## config.mk

```make
export PLATFORM = sky130hd
export DESIGN_NAME = sad_accum_pipe
export DESIGN_NICKNAME = d
export VERILOG_FILES = /design/src/rtl/sad_accum_pipe.sv
export SDC_FILE = /design/constraint.sdc
export NUM_CORES = 1
export LEC_CHECK = 0
export BUFFER_PORTS_ARGS = -buffer_cell sky130_fd_sc_hd__buf_2
export CORE_ASPECT_RATIO = 0.7
export CORE_MARGIN = 4
export CORE_UTILIZATION = 54
export CTS_BUF_LIST = sky130_fd_sc_hd__clkbuf_8 sky130_fd_sc_hd__clkbuf_16
export DETAILED_ROUTE_END_ITERATION = 8
export PLACE_DENSITY_LB_ADDON = 0.12
export SLEW_MARGIN = 10
export SYNTH_ARGS = -nofsm -noshare
export SYNTH_HDL_FRONTEND = slang
export SYNTH_SLANG_ARGS = --single-unit
export TNS_END_PERCENT = 50
```

## constraint.sdc

```tcl
create_clock -name i_clk -period 2.8 [get_ports i_clk]
set_clock_uncertainty 0.05 [all_clocks]
set_input_delay 0.14 -clock i_clk [delete_from_list [all_inputs] [get_ports i_clk]]
set_output_delay 0.14 -clock i_clk [all_outputs]
set_load 0.02 [all_outputs]
```

## src/rtl/sad_accum_pipe.sv

```systemverilog
// Pipelined sum-of-absolute-differences engine: per-beat |cur-ref| pixel differences,
// carry-save reduction to a row sum, and accumulation of row sums into one SAD per block.
module sad_accum_pipe #(
  parameter int N_PIX     = 8,
  parameter int PIX_W     = 8,
  parameter int BLK_BEATS = 8,
  localparam int RW = PIX_W + $clog2(N_PIX),
  localparam int AW = RW + $clog2(BLK_BEATS)
) (
  input  logic                   i_clk,
  input  logic                   i_rst_n,
  input  logic                   i_clear,
  input  logic                   i_valid,
  output logic                   o_ready,
  input  logic [N_PIX*PIX_W-1:0] i_cur,
  input  logic [N_PIX*PIX_W-1:0] i_ref,
  output logic                   o_sad_valid,
  input  logic                   i_sad_ready,
  output logic [AW-1:0]          o_sad,
  output logic                   o_busy
);

  localparam int CW   = (BLK_BEATS > 1) ? $clog2(BLK_BEATS) : 1;
  localparam int HALF = N_PIX / 2;

  function automatic logic [PIX_W-1:0] abs_diff(input logic [PIX_W-1:0] a,
                                                input logic [PIX_W-1:0] b);
    return (a > b) ? (a - b) : (b - a);
  endfunction

  function automatic logic [RW-1:0] maj(input logic [RW-1:0] a,
                                        input logic [RW-1:0] b,
                                        input logic [RW-1:0] c);
    return (a & b) | (a & c) | (b & c);
  endfunction

  logic          adv;
  logic          accept;
  logic          beat_last;
  logic [CW-1:0] cnt;

  logic             s1_valid;
  logic             s1_last;
  logic [PIX_W-1:0] s1_diff [N_PIX];

  logic          s2_valid;
  logic          s2_last;
  logic [RW-1:0] s2_sum;
  logic [RW-1:0] s2_carry;

  logic [RW-1:0] tree_s [N_PIX-1];
  logic [RW-1:0] tree_c [N_PIX-1];

  logic [RW-1:0] row;
  logic [AW-1:0] acc;
  logic [AW-1:0] acc_next;

  assign adv       = !o_sad_valid | i_sad_ready;
  assign o_ready   = adv & !i_clear;
  assign accept    = i_valid & o_ready;
  assign beat_last = (cnt == CW'(BLK_BEATS - 1));
  assign o_busy    = (cnt != '0) | s1_valid | s2_valid;

  always_ff @(posedge i_clk or negedge i_rst_n) begin
    if (!i_rst_n) begin
      cnt <= '0;
    end else if (i_clear) begin
      cnt <= '0;
    end else if (accept) begin
      cnt <= beat_last ? '0 : cnt + 1'b1;
    end
  end

  always_ff @(posedge i_clk or negedge i_rst_n) begin
    if (!i_rst_n) begin
      s1_valid <= 1'b0;
      s1_last  <= 1'b0;
      for (int k = 0; k < N_PIX; k++) s1_diff[k] <= '0;
    end else if (i_clear) begin
      s1_valid <= 1'b0;
      s1_last  <= 1'b0;
    end else if (adv) begin
      s1_valid <= accept;
      s1_last  <= accept & beat_last;
      for (int k = 0; k < N_PIX; k++)
        s1_diff[k] <= abs_diff(i_cur[k*PIX_W +: PIX_W], i_ref[k*PIX_W +: PIX_W]);
    end
  end

  // Heap-ordered tree: node j has children 2j+1 and 2j+2; the bottom row pairs raw
  // differences as (sum, carry), every level above it is a 4:2 built from two 3:2s.
  // Carries out of the MSB are dropped: the true total always fits in RW bits.
  for (genvar j = 0; j < N_PIX - 1; j++) begin : g_node
    if (j >= HALF - 1) begin : g_leaf
      assign tree_s[j] = RW'(s1_diff[2*(j-HALF+1)]);
      assign tree_c[j] = RW'(s1_diff[2*(j-HALF+1)+1]);
    end else begin : g_cmp42
      logic [RW-1:0] s_a;
      logic [RW-1:0] m_a;
      logic [RW-1:0] c_a;
      logic [RW-1:0] m_b;
      assign s_a       = tree_s[2*j+1] ^ tree_c[2*j+1] ^ tree_s[2*j+2];
      assign m_a       = maj(tree_s[2*j+1], tree_c[2*j+1], tree_s[2*j+2]);
      assign c_a       = m_a << 1;
      assign m_b       = maj(s_a, c_a, tree_c[2*j+2]);
      assign tree_s[j] = s_a ^ c_a ^ tree_c[2*j+2];
      assign tree_c[j] = m_b << 1;
    end
  end

  always_ff @(posedge i_clk or negedge i_rst_n) begin
    if (!i_rst_n) begin
      s2_valid <= 1'b0;
      s2_last  <= 1'b0;
      s2_sum   <= '0;
      s2_carry <= '0;
    end else if (i_clear) begin
      s2_valid <= 1'b0;
      s2_last  <= 1'b0;
    end else if (adv) begin
      s2_valid <= s1_valid;
      s2_last  <= s1_last;
      s2_sum   <= tree_s[0];
      s2_carry <= tree_c[0];
    end
  end

  assign row      = s2_sum + s2_carry;
  assign acc_next = acc + AW'(row);

  // A clear aborts whatever is in flight, including a completing row; a result
  // already presented downstream is untouched and still handshakes normally.
  always_ff @(posedge i_clk or negedge i_rst_n) begin
    if (!i_rst_n) begin
      acc         <= '0;
      o_sad       <= '0;
      o_sad_valid <= 1'b0;
    end else begin
      if (i_clear) begin
        acc <= '0;
      end else if (adv && s2_valid) begin
        acc <= s2_last ? '0 : acc_next;
      end

      if (!i_clear && adv && s2_valid && s2_last) begin
        o_sad       <= acc_next;
        o_sad_valid <= 1'b1;
      end else if (i_sad_ready) begin
        o_sad_valid <= 1'b0;
      end
    end
  end

endmodule

```

After elaboration in Yosys (flattened, before gate mapping)
Index checks and enable logic that the tools add are counted.
{"block": "word_totals", "register_bits": 121, "in_bits": 133}
{"block": "classes", "n_addsub": 19, "n_lt_le_gt_ge": 8, "eq_ne": 1, "n_mux": 24, "bitwise": 49, "reduce_logical": 12}
{"op": "$sub 8x8->8", "count": 16}
{"op": "$and 8x8->8", "count": 8}
{"op": "$gt 8x8->1", "count": 8}
{"op": "$mux 8", "count": 8}
{"op": "$mux 14", "count": 3}
{"op": "$or 10x10->10", "count": 4}
{"op": "$xor 11x11->11", "count": 3}
{"op": "$or 8x8->8", "count": 4}
{"op": "$xor 8x8->8", "count": 4}
{"op": "$and 10x10->10", "count": 3}
{"op": "$and 8x9->9", "count": 2}
{"op": "$and 9x8->9", "count": 2}
{"op": "$or 9x8->9", "count": 2}
{"op": "$or 9x9->9", "count": 2}
{"op": "$xor 8x9->9", "count": 2}
{"op": "$xor 9x8->9", "count": 2}
{"op": "$add 14x11->14", "count": 1}
{"op": "$add 11x11->11", "count": 1}
{"op": "$xor 11x9->11", "count": 1}
{"op": "$and 10x9->10", "count": 1}
{"op": "$and 9x10->10", "count": 1}
{"op": "$mux 1", "count": 10}
{"op": "$and 9x9->9", "count": 1}
{"op": "$mux 3", "count": 3}
{"op": "other kinds (10)", "count": 21}

Depth between registers and ports, before layout
Gate-level depths: netlist of the first run.
{"block": "logic_depth", "word_depth": 12, "ltp_mapped": 16}

Worst setup path before layout of the first run
Ideal clock, no wire load.
{"block": "synth_path", "kind": "reg2reg", "start": "register s2_sum[2]", "end": "register o_sad[13]", "setup_time_ns": 0.124, "arrival_ns": 2.927, "t_required_ns": 2.626, "path_slack_ns": -0.301, "path_stages_with_launch": 16, "path_buffers": 0, "cell_sequence": "dfrtp_1 > ha_1 > inv_1 > fa_1 > nor2b_1 > o21ai_0 > nand2b_1 > a21o_1 > a21oi_1 > xnor2_1 > ha_1 > and4_1 > a21oi_1 > o21ai_1 > and4_1 > o31a_1"}
{"block": "synth_via", "elab_chain_cells": 2}
{"item": "start: declaration", "line": "48", "source": "logic [RW-1:0] s2_sum;"}
{"item": "start signal: assignment", "line": "123", "source": "s2_sum <= tree_s[0];"}
{"item": "$add 11x11->11", "line": "128", "source": "assign row = s2_sum + s2_carry;"}
{"item": "$add 14x11->14", "line": "129", "source": "assign acc_next = acc + AW'(row);"}
{"item": "end signal: assignment", "line": "146", "source": "o_sad <= acc_next;"}
{"item": "end: declaration", "line": "19", "source": "output logic [AW-1:0] o_sad,"}
Every way passes these cells.
A chain may end at the register's enable or synchronous reset.

Worst setup path after layout of the first run
{"block": "layout_path", "start": "register s2_sum[3]", "end": "register acc[12]"}
{"block": "layout_via", "elab_chain_cells": 5}
{"item": "$add 11x11->11", "line": "128"}
{"item": "$add 14x11->14", "line": "129"}
{"item": "$mux 14", "line": "142", "source": "acc <= s2_last ? '0 : acc_next;"}
{"item": "$mux 14", "line": "141", "source": "end else if (adv && s2_valid) begin"}
{"item": "$mux 14", "line": "139", "source": "if (i_clear) begin"}
{"item": "end signal: assignment", "line": "142"}
{"item": "end: declaration", "line": "55", "source": "logic [AW-1:0] acc;"}
Every way passes these cells. The select of a mux whose other input is x is not followed.

==> results of run 1 <==
-- worst max-delay path, delay by kind of cell, from the launching register on --
kind / cells / cell delay (ns)
compound gates: 8 / 1.09
simple gates: 4 / 0.34
xor+xnor: 1 / 0.14
buf+inv: 2 / 0.29
flops: 1 / 0.38
fa+ha+maj: 2 / 0.62
-- synthesized netlist by cell type, types with 3 or more instances --
library cell and number:
a211o_1 4, a211oi_1 6, a211oi_4 3, a21boi_0 10, a21o_1 17, a21oi_1 83
a21oi_2 3, a22o_1 9, a31oi_1 22, and2_1 4, and4_1 3, buf_2 18
clkbuf_1 19, dfrtp_1 118, fa_1 64, ha_1 148, inv_1 202, mux2_2 17
mux2i_1 42, nand2_1 154, nand2b_1 31, nand3_1 9, nand4_1 9, nor2_1 24
nor2b_1 22, nor3_1 20, o21ai_0 82, o21ai_1 37, o21ai_2 7, o21ai_4 5
o21bai_1 6, or3_1 5, xnor2_1 46, xor2_1 19
-- cell type report --
| type | instances | area [um2] |
|---|---|---|
| fill | 1794 | 7360 |
| inverter | 203 | 762 |
| clock inverter | 12 | 138 |
| multi-input combinational | 933 | 7750 |
| tap | 276 | 345 |
| clock buffer | 19 | 453 |
| timing repair buffer | 183 | 1050 |
| sequential | 118 | 2950 |
-- per-stage QoR --
step           cells  power [mW]  area, um2  setup TNS (ns)
4_1_cts         1742        10.7      13300           -1.68
3_3_place_gp    1699        8.02      12600          -0.889
6_report        1744        11.1      13400           -1.46
2_1_floorplan   1293        6.47      11500         -0.0950
3_5_place_dp    1699        8.21      12600           -1.80
5_1_grt         1744        12.2      13400           -4.90
-- what timing repair did --
action | in CTS | in global routing
resized for setup | 8 | 34
pin swaps | 27 | 33
hold buffers | 5 | 0
endpoints found under the setup margin | 24 | 30
endpoints found under the hold margin | 58 | 0
buffers inserted | 7 | 2
-- metal layers --
layer | global-route usage | part of all wire | up-vias
li1 | - | - | 4614
met3 | 0.0354 | 0.052 | 15
met2 | 0.342 | 0.44 | 239
met1 | 0.327 | 0.50 | 4246
met5 | 0 | 0 | -
met4 | 0.0366 | 0.0073 | 0
-- power groups by stage --
stage	Combinational, mW	Sequential, mW	Clock [mW]
global placement	5.60	2.42	0
floorplan	4.14	2.33	0
CTS	6.12	2.41	2.20
finish	6.51	2.41	2.17
detailed placement	5.78	2.43	0
global route	7.50	2.46	2.29
-- registers in the layout (all words and copies together) (netlist names) --
register,flops
o_sad_valid,1
s1_valid,1
s2_carry,8
s2_valid,1
s2_last,1
s2_sum,10
acc,14
s1_last,1
o_sad,14
cnt,3
s1_diff,64
-- logic make-up (layout without fill, tap and decap cells) --
| logic type | count (synthesis) | count (layout) | share of synthesized area |
|---|---|---|---|
| AO/OA/AOI/OAI | 311 | 311 | 0.170 |
| XOR/XNOR | 65 | 65 | 0.0496 |
| adder cells (fa/ha/maj) | 212 | 212 | 0.273 |
| buffers and inverters | 242 | 417 | 0.0824 |
| flip-flops | 118 | 118 | 0.257 |
| multiplexers | 59 | 59 | 0.0533 |
| AND/OR/NAND/NOR | 286 | 286 | 0.115 |
-- final timing paths --
path                           start           to  depth (start not counted)
min in group asynchronous    i_rst_n    o_sad[13]                          2
max reg2reg                s2_sum[3]      acc[12]                         17
min reg2reg                 o_sad[8]     o_sad[8]                          2
min                        i_ref[16]  s1_diff[40]                          3
max                        s2_sum[3]      acc[12]                         17
max in group asynchronous    i_rst_n  s1_diff[42]                          3
==> impl_metrics.yaml, run 1 <==
power_and_ir_drop:
  clockPowerShare: 0.195
  pwr-share-comb: 0.587
  switching_share: 0.414
  power.density_nw_per_um2: 825
  p_int_mw: 6.50
  leakagePower_nw: 7.10
  power_frac_seq: 0.217
  ir_worst_vdd_v: 0.000521
  power_switching_mw: 4.59
floorplan:
  rows: 44
  start_util: 0.552
  die_x_um: 182
  die_area_um2: 23700
  die_y_um: 130
  ioPinCount: 150
  coreArea_um2: 20800
grt:
  overflow: 0
  globalRouteTotalUtil: 0.218
  grt_pass1_vias: 9078
  antenna_found_initial: 0
  grt_start_max_net_pins: 145
  grt_pass1_wl_um: 43200
cells_and_area:
  utilization: 0.646
  drive_gt1_frac: 0.196
  final_nets: 1801
  n_antenna_cell: 0
  final_cell_mix: "inv_1 (196), nand2_1 (152), buf_2 (148)"
  area_delta_synth_final_pct: 17.1
  layout_commonest_cell: "inv_1"
clock_tree:
  root_buffer: "clkbuf_16"
  cts-buffers-inserted: 17
  cts_buffer_depth: 2
  cts.clk_slew.worst_paths_ns: 0.06
  cts_sinks: 118
  cts_tree: "yes"
  htree_levels: 4
  clk_latency_ns: 0.41
yosys:
  synth-seq-area-share: 0.257
  ys_warn_count: 0
  syn_area_per_cell_um2: 8.88
  netlist_area_um2: 11500
  synth_area_leaders: "dfrtp_1 (26%), ha_1 (16%), fa_1 (11%)"
  syn_inst: 1293
  ys_ff_latch: 118
  ys.flop_type: "dfrtp_1"
  async_flop_share: 1.00
  synth_nets: 1638
  synth.top_cell.area_share: 0.257
  yosys.area.top_type: "dfrtp_1"
  synth_cell_types: 53
  synth_edf_count: 0
status:
  status: "finished with violations"
  violations: "negative setup slack"
placed_design:
  place.gp.congestion: 0.906
  port-buffer-count: 149
  dp_hpwl_um: 19900
  post-place-ws_ns: -0.245
sta:
  rsz0062_at_grt: "true"
  finalCriticalPeriod_ns: 3.03
  worst_hold_slack_ns: 0.0363
  setup_viol: 14
  fin_crit_sh: 1.08
  drv_slew: 0
  finalHoldViolCount: 0
  slew_headroom: 0.411
  worst_pin_slew_ns: 0.881
  fmax_mhz: 330
  timing.final.ws_setup_ns: -0.227
worst_setup_path:
  criticalPathCategory: "register to register"
  crit_chain: "ha_1 > a21o_1 > a21oi_2 > nor2b_1 > o21ai_1 > nand2b_1 > xor2_1 > ha_1 > buf_6 > nor2_2 > a21oi_2 > a41oi_2 > nor2b_1 > o21ai_2 > buf_4 > a21oi_2 > o22ai_2"
  r2r_slack_ns: -0.23
  crit_arrival_ns: 3.26
  crit_path_end_kind: "register"
  crit_top_cell: "a21oi_2"
  cp_max_fo: 3
  critPathLaunchType: "register"
  critical-path-slowest-cell: "dfrtp_1"
  critPathMaxStageDelay_ns: 0.38
  critPathRequiredTime_ns: 3.03
detailed_routing:
  antenna_left: 0
  routed_via_density: 5.23
  vias: 9114
  post_drt_wl_per_cell_um: 14.3
  drt_iter0_markers: 567
  drc: 0
  first_pass_iters: 7
  routed_wirelength_um: 25000
hold_path:
  hp-class: "primary input to register"
job:
  maxCapViolCount: 0
(Power assumes the default switching activity.)
==> inputs of run 2 (changes only) <==
==> constraint.sdc (replaced) <==
create_clock -name i_clk -period 2.8 [get_ports i_clk]
set_clock_uncertainty 0.05 [all_clocks]
set_input_delay 0.42 -clock i_clk [delete_from_list [all_inputs] [get_ports i_clk]]
set_output_delay 0.42 -clock i_clk [all_outputs]
set_load 0.02 [all_outputs]
==> run 2 against run 1 <==
  * The flow still finishes with violations (negative setup slack)
  * Clock power is 9.7% higher
  * Critical path depth is 3 lower
  * Sequential share of layout area hardly changed
  * Core utilization is 0.10 points higher
  * First-iteration DRC count is 23% lower
  * Cell count hardly changed
  * Global-route usage is 0.47 points lower
  * Routed wire length is 0.52% lower
  * Maximum frequency hardly changed
  * Design area is 0.16% higher
  * Combinational power is 2% lower
  * Critical path type unchanged
  * Clock-buffer cell count is 1 lower
==> impl_metrics.yaml, run 2 (same netlist as run 1, synthesis figures left out) <==
status:
  status: "finished with violations"
  violations: "negative setup slack"
worst_setup_path:
  crit_path_end_kind: "register"
  criticalPathCategory: "register to register"
  critPathLaunchType: "register"
  cp_max_fo: 7
  crit_arrival_ns: 3.28
  critPathRequiredTime_ns: 3.05
floorplan:
  die_area_um2: 23700
  die_x_um: 182
  coreArea_um2: 20800
  rows: 44
  start_util: 0.552
  die_y_um: 130
  ioPinCount: 150
placed_design:
  placed_cell_area_um2: 12700
  place.gp.congestion: 0.892
  dpl.cell_count: 1705
  dp_hpwl_um: 19800
  port-buffer-count: 149
cells_and_area:
  multi_input_comb_area_um2: 7710
  n_fill_cell: 1751
  n_antenna_cell: 0
  layout_commonest_cell: "inv_1"
  final_nets: 1801
  drive_gt1_frac: 0.197
  seq_area_um2: 2950
  top_regs: "s1_diff: 64 flops, acc: 14 flops, o_sad: 14 flops"
  area_delta_synth_final_pct: 17.2
  fin_area_um2: 13500
  largest_reg_flops: 64
  regMostFlops: "s1_diff"
  final_cell_mix: "inv_1 (194), nand2_1 (151), buf_2 (148)"
  stdcell_count: 1745
power_and_ir_drop:
  power.density_nw_per_um2: 830
  leakagePower_nw: 7.08
  ir_worst_vdd_v: 0.000529
  finalPower_mw: 11.2
job:
  maxCapViolCount: 0
hold_path:
  hp-class: "primary input to register"
sta:
  finalCriticalPeriod_ns: 3.03
  fmax_mhz: 330
  worst_pin_slew_ns: 0.617
  timing.final.ws_setup_ns: -0.226
  worst_hold_slack_ns: 0.251
  slew_headroom: 0.589
  drv_slew: 0
  finalHoldViolCount: 0
  fin_crit_sh: 1.08
  setup_viol: 17
  rsz0062_at_grt: "true"
  tns_ns: -1.87
clock_tree:
  cts_sinks: 118
  cts-buffers-inserted: 17
  clk_latency_ns: 0.41
  cts_tree: "yes"
  root_buffer: "clkbuf_16"
  htree_levels: 4
  cts.clk_slew.worst_paths_ns: 0.06
  cts_buffer_depth: 2
detailed_routing:
  first_pass_iters: 5
  vias: 9105
  routed_wirelength_um: 24900
  routed_via_density: 5.22
  post_drt_wl_per_cell_um: 14.3
  antenna_left: 0
  drt_iter0_markers: 435
  drc: 0
grt:
  grt_pass1_wl_um: 42100
  globalRouteTotalUtil: 0.214
  antenna_found_initial: 0
  overflow: 0
  grt_start_max_net_pins: 145
  grt_pass1_vias: 8863
run 2: cell types whose count changed in the layout (fill, tap and decap cells not counted), sizes merged:
cell	before	now
dlygate4sd3	5	1
buf	178	182
clkinv	5	2
clkbuf	19	18
inv	206	205
bufinv	3	5
clkinvlp	1	5
run 2: path summary, 6_finish.rpt:
kind / cells after the start / startpoint / endpoint / slack, ns
max: 14 / s2_sum[3] / o_sad[13] / -0.23
max reg2reg: 14 / s2_sum[3] / o_sad[13] / -0.23
min: 2 / i_clear / s2_valid / 0.25
max in group asynchronous: 3 / i_rst_n / s1_diff[22] / 1.55
min in group asynchronous: 2 / i_rst_n / o_sad[11] / 0.51
min reg2reg: 2 / o_sad[11] / o_sad[11] / 0.43
run 2: where the power goes:
| part | internal, mW | switching (mW) |
|---|---|---|
| Sequential | 2.10 | 0.313 |
| Clock | 1.59 | 0.787 |
| Combinational | 2.91 | 3.48 |
| Total | 6.61 | 4.58 |
run 2: critical path, stage by stage, from the launching register on:
cell and delay, ns:
dfrtp_1 0.38, ha_1 0.31, a21o_1 0.19, a21oi_2 0.16
nor2b_1 0.07, o21ai_1 0.15, nand2b_1 0.08, xor2_1 0.14
ha_1 0.33, buf_4 0.14, and4_4 0.23, a21oi_4 0.07
o21ai_4 0.22, a31oi_1 0.11, o31a_1 0.28
run 2: repair_timing:
item	in CTS	in global routing
gates resized for setup	9	24
endpoints found under the setup margin	23	30
hold buffers	1	0
pin swaps	21	29
buffers inserted	5	2
endpoints found under the hold margin	14	0
run 2: final cells by class:
cell class	instances	area share
multi-input cells	933	0.573
clock buffers	18	0.0326
repair buffers	183	0.0775
clock inverters	14	0.0155
well taps	276	0.0256
inverters	203	0.0566
flip-flops and latches	118	0.219
run 2: layer usage:
| layer | global-route usage | wire (um) | share of wire | up-vias |
|---|---|---|---|---|
| li1 | - | - | - | 4606 |
| met1 | 0.319 | 12400 | 0.50 | 4278 |
| met2 | 0.335 | 11000 | 0.44 | 202 |
| met3 | 0.0326 | 1250 | 0.050 | 19 |
| met4 | 0.0428 | 223 | 0.0090 | 0 |
| met5 | 0 | 0 | 0 | - |
run 2: stage by stage:
step	util	worst slack, ns
after floorplan	-	-0.0581
after global placement	0.608	-0.152
after detailed placement	0.608	-0.207
after CTS	0.643	-0.207
after global routing	0.647	-0.445
final	0.647	-0.226
